[src/rtl/wb_regfile.sv]
// wb_regfile: MEM/WB write-back register file with write-through bypass, last-write record and retire counter
module wb_regfile #(
  parameter int DATA_W = 32,
  parameter int ADDR_W = 5,
  parameter int CNT_W  = 32
) (
  input  logic              clock,
  input  logic              reset,
  input  logic              wb_en,
  input  logic [DATA_W-1:0] d2_WB,
  input  logic [ADDR_W-1:0] rd_WB,
  input  logic [ADDR_W-1:0] rs1,
  input  logic [ADDR_W-1:0] rs2,
  output logic [DATA_W-1:0] rdata1,
  output logic [DATA_W-1:0] rdata2,
  output logic              last_valid,
  output logic [ADDR_W-1:0] last_rd,
  output logic [DATA_W-1:0] last_data,
  output logic [CNT_W-1:0]  retire_count
);
  logic [DATA_W-1:0] regs [2**ADDR_W];
  logic commit;
  assign commit = wb_en && rd_WB != '0;
  always_ff @(posedge clock or posedge reset)
    if (reset) begin
      for (int i = 0; i < 2**ADDR_W; i++) regs[i] <= '0;
      last_valid   <= 1'b0;
      last_rd      <= '0;
      last_data    <= '0;
      retire_count <= '0;
    end else begin
      if (commit) regs[rd_WB] <= d2_WB;
      last_valid <= commit;
      if (commit) begin
        last_rd   <= rd_WB;
        last_data <= d2_WB;
      end
      if (wb_en) retire_count <= retire_count + CNT_W'(1);
    end
  // bypass is gated by wb_en so an undefined d2_WB on idle cycles never reaches the read ports
  assign rdata1 = (reset || rs1 == '0) ? '0 : (wb_en && rd_WB == rs1) ? d2_WB : regs[rs1];
  assign rdata2 = (reset || rs2 == '0) ? '0 : (wb_en && rd_WB == rs2) ? d2_WB : regs[rs2];
endmodule
[config.mk]
export PLATFORM = sky130hd
export DESIGN_NAME = wb_regfile
export DESIGN_NICKNAME = d
export VERILOG_FILES = /design/src/rtl/wb_regfile.sv
export SDC_FILE = /design/constraint.sdc
export NUM_CORES = 2
export LEC_CHECK = 0
export CORE_MARGIN = 3
export CORE_UTILIZATION = 64
export DETAILED_ROUTE_END_ITERATION = 8
export PLACE_DENSITY = 0.89
export RECOVER_POWER = 25
export SYNTH_ARGS = -nofsm -noshare
export SYNTH_HDL_FRONTEND = slang
export SYNTH_SLANG_ARGS = --single-unit
[constraint.sdc]
create_clock -name clock -period 80.6 [get_ports clock]
set_input_delay 20.15 -clock clock [delete_from_list [all_inputs] [get_ports clock]]
set_output_delay 20.15 -clock clock [all_outputs]
set_load 0.01 [all_outputs]
* Word level (Yosys, flattened, before mapping)
Index checks and enable logic that the tools add are counted.
** Cells by class
- Bitwise gates (word level) :: 3
- Eq/ne operators :: 2
- Multiplexer cells :: 13
- $add $sub $neg :: 1
- $lt $le $gt $ge :: 4
- Reduce and logical (&&, ||, !) cells :: 9
** Operator list (count)
- 1024-bit bitwise mux :: 1
- 32-bit binary-select mux with 5-bit select :: 2
- 32-bit 2-to-1 mux :: 9
- 32-bit demux with 5-bit select :: 1
- 32-bit by 1-bit adder with 32-bit output (second input constant) :: 1
- 6-bit >= comparator (second input constant) :: 3
- 5-bit NOT with 6-bit output :: 3
- 5-bit equality test :: 2
- 5-bit zero test :: 2
- 6-bit by 1-bit < comparator with 1-bit output (second input constant) :: 1
- 5-bit nonzero test :: 1
- 1-bit logical AND :: 4
- 1-bit logical OR :: 2
** Storage, ports and cells
- Register bits :: 1094
- Input port bits :: 50
- Word-level logic and storage cells :: 68
- Output and inout bits :: 134

* Depth between registers and ports, before layout
- Word-level depth :: 6
- Gate-level depth with buffers :: 9
- Gate-level depth less buffers :: 6

* Least setup slack after synthesis
Ideal clock, no wire load.
- Path kind :: input to output
- Start :: input port reset
- End :: output port rdata2[10]
- Data arrival time :: 46.459 ns
- Buffers on the path :: 1
- Cell stages on the path :: 5
- Data required time :: 60.450 ns
- Path slack :: 13.991 ns
- Path through :: inv_1 -> o211ai_1 -> clkbuf_1 -> a21oi_1 -> a221o_1
** Between the ends
- Word-level cells in the longest chain between the ends :: 2
** RTL lines
- start: declaration :: line 8 : input logic reset,
- 1-bit logical OR :: line 42 : assign rdata2 = (reset || rs2 == '0) ? '0 : (wb_en && rd_WB == rs2) ? d2_WB : regs[rs2];
- 32-bit 2-to-1 mux :: line 42
- end: declaration :: line 15 : output logic [DATA_W-1:0] rdata2,
No other way between the ends.

* Worst setup path in the final report
- Start :: input port reset
- End :: output port rdata2[12]
The elaborated chain is that of the path after synthesis.

==> results.cfg <==
[status]
status = finished, violations left
violations = design-rule violations, max-capacitance violations, max-slew violations

[timing]
worstMarginPinSlew_ns = 9.612
finalHoldViolations = 0
rsz0062_at_grt = false
setup_ws_ns = 32.49
setup_tns_ns = 0
setup_viol = 0
min_period_ns = 48.11
slew_viol_final = 534
slew_headroom_pct = -540.8
fmax_ghz = 0.02079
clock_skew_ns = 0.009637
period_share_pct = 59.69

[setup_path]
crit_chain = dlygate4sd3_1 > clkinvlp_2 > o211ai_1 > buf_4 > a21oi_1 > a221o_1 > clkdlybuf4s50_1
path_class = input port to primary output
r2r_start = retire_count[0]
worstSetupEndpoint = rdata2[12]
arrival_ns = 27.96
path_max_fanout = 116
critPathBufInv = 4
worstRegToRegCells = 6
reg2reg_slack_ns = 77.97
worst-path-stages = 7
critPathLaunchType = input port
crit_required_ns = 60.45
crit_path_end_kind = primary output
slowest_stage = clkinvlp_2
cp_top_family = buffers and inverters
cp-startpoint = reset
r2r_end = retire_count[30]
cpPeakStageDelay_ns = 3.83

[drt]
antenna_left = 0
dr.pass1.iters = 9
routedWlPerCell_um = 35.89
viasPerCell = 7.849
drc = 1
vias = 41216
drt_iter0_markers = 6576
routed_wl_um = 188500

[power]
switching_share_pct = 27.95
pwr-share-seq_pct = 44.9
finalPower_w = 0.001641
vdd_drop_max_mv = 0.02056
netSwitchingPower_w = 0.0004585
p_int_w = 0.001182
p_comb_share_pct = 19.7
pwr-share-clk_pct = 35.4
power_density_nw_per_um2 = 25.60
leakagePower_nw = 27.93

[logic_synthesis]
synth_seq_cells = 1094
yosysMostFrequentCell = dfrtp_1
syn_nets = 4085
synth_edf_count = 0
synth_top_cell_by_area = dfrtp_1
synth_area_per_cell_um2 = 14.35
syn_area_um2 = 57910
synth_top_area_share_pct = 47.28
synthCells = 4034
synthArstFlopShare_pct = 100.0
ys_types = 57
synth-main-ff-cell = dfrtp_1
synthTopCellsByArea = dfrtp_1, mux2_2, mux4_2
ys_warn_count = 0
ys_seq_area_share_pct = 47.28
synth_commonest_cells = dfrtp_1, mux2_2, mux4_2, nand2_1, mux2i_1

[place]
port_buffers = 183
place_ws_ns = 35.84
gp_congestion = 0.8462
dpl_cell_area_um2 = 60040
hpwlAfterDp_um = 98150

[clock_tree]
cts_resized = 0
hold_buffers = 0
clk_latency_ns = 0.71
cts.clk_slew.worst_paths_ns = 0.06
numCtsBuffers = 112
cts_tree = built
cts_root_buffer = clkbuf_16
cts_setup_buffers = 0
cts_max_path_buffers = 3
h-tree-depth = 3
clock-sinks = 1094

[floorplanning]
ioPinCount = 184
rows = 109
dieArea_um2 = 94120
initial_core_util_pct = 65.02
die_w_um = 306.8
core_um2 = 89060
die_h_um = 306.8

[final_layout]
drive_gt1_share_pct = 42.08
stdcell_area_um2 = 64080
area_delta_synth_final_pct = 10.66
seqCellArea_um2 = 27380
fillers = 5187
final_net_count = 4036
multi_input_area_um2 = 28510

[global_routing]
grt_pass1_wl_um = 276400
track_usage_pct = 39.98
grt_start_max_net_pins = 190
antenna_found_initial = 8
grt-ovfl-total = 0
grt_pass1_vias = 41817

[run]
drv_cap = 4

[hold_path]
min_path_type = flop to flop
==> layer usage <==
metal | wire length, µm | global-route usage [%] | up-vias | share of wire (%)
li1 | - | - | 15405 | -
met1 | 64030 | 51.68 | 21052 | 34
met2 | 80070 | 56.53 | 3718 | 42
met3 | 30200 | 16.42 | 1031 | 16
met4 | 14010 | 24.76 | 10 | 7.4
met5 | 164 | 1.264 | - | 0.087
==> how the worst min path moves through the flow <==
stage                    start    endpoint  cells after the start
floorplan           regs[1021]  regs[1021]                      1
global placement     regs[997]   regs[997]                      0
detailed placement   regs[996]   regs[996]                      0
CTS                 regs[1021]  regs[1021]                      0
global route        regs[1021]  regs[1021]                      0
finish              regs[1020]  regs[1020]                      0
==> sequential cells by signal, indices dropped and copies added (netlist names) <==
signal        cells
retire_count     32
last_valid        1
regs           1024
last_rd           5
last_data        32
==> worst reg2reg max path, delay by kind of cell (launching register included) <==
kind / cells / cell delay, ns
and+or+nand+nor: 4 / 1.73
DFF: 1 / 0.45
adders and majority gates: 1 / 0.20
xor gates and xnor gates: 1 / 0.14
==> through the flow <==
stage / instances / hold slack (ns) / utilization (%)
2_1_floorplan: 4034 / 0.4385 / -
3_5_place_dp: 5036 / 0.3850 / 67.42
5_1_grt: 5248 / 0.4067 / 71.95
4_1_cts: 5248 / 0.3987 / 72.02
3_3_place_gp: 5036 / 0.3776 / 67.42
6_report: 5251 / 0.4013 / 71.95
==> logic make-up (layout without fill, tap and decap cells) <==
family | Yosys count | in the layout | share of synthesized area [%]
XOR/XNOR | 41 | 41 | 0.6201
multiplexers | 1646 | 1646 | 39.55
adder cells (fa/ha/maj) | 1 | 1 | 0.02160
flip-flops | 1094 | 1094 | 47.28
buffers and inverters | 451 | 500 | 3.820
AND/OR/NAND/NOR | 377 | 377 | 3.031
other | 0 | 3 | 0
AO/OA/AOI/OAI | 424 | 424 | 5.683
==> power by group through the flow <==
stage	sequential, W	combinational (W)	clock [W]
6_report	0.000736	0.000324	0.000581
5_1_grt	0.000744	0.000341	0.000601
4_1_cts	0.000730	0.000320	0.000578
3_5_place_dp	0.000736	0.000313	0
3_3_place_gp	0.000726	0.000301	0
2_1_floorplan	0.000712	0.000242	0
==> layout make-up <==
cell class / count / share of cell area [%]
Multi-Input combinational cell: 2489 / 44.49
Sequential cell: 1094 / 42.72
Clock buffer: 155 / 5.016
Timing Repair Buffer: 281 / 4.061
Tap cell: 1165 / 2.275
Clock inverter: 57 / 1.384
Inverter: 7 / 0.04296
Antenna cell: 3 / 0.01172
==> layout by cell type (no fill, tap or decap), types with 23 or more instances in the layout <==
cell type        netlist  final
mux2_1                90     90
mux4_2               407    407
mux2_2               949    949
nand2_1              200    186
clkbuf_8               0     26
dfrtp_1             1094   1094
a22oi_1              122    122
nor2b_1               32     26
a211oi_1              41     41
nor2_1                43     29
nand4_1               36     36
xnor2_1               26     26
clkbuf_16              0    112
a221oi_1              58     58
buf_4                 39     94
clkdlybuf4s50_1        0    116
dlygate4sd3_1          0     59
clkinv_2               0     23
o22ai_1               37     37
mux2i_1              198    198
a32o_1                31     31
a21oi_1               47     47
Power figures use the tool's default switching activity.
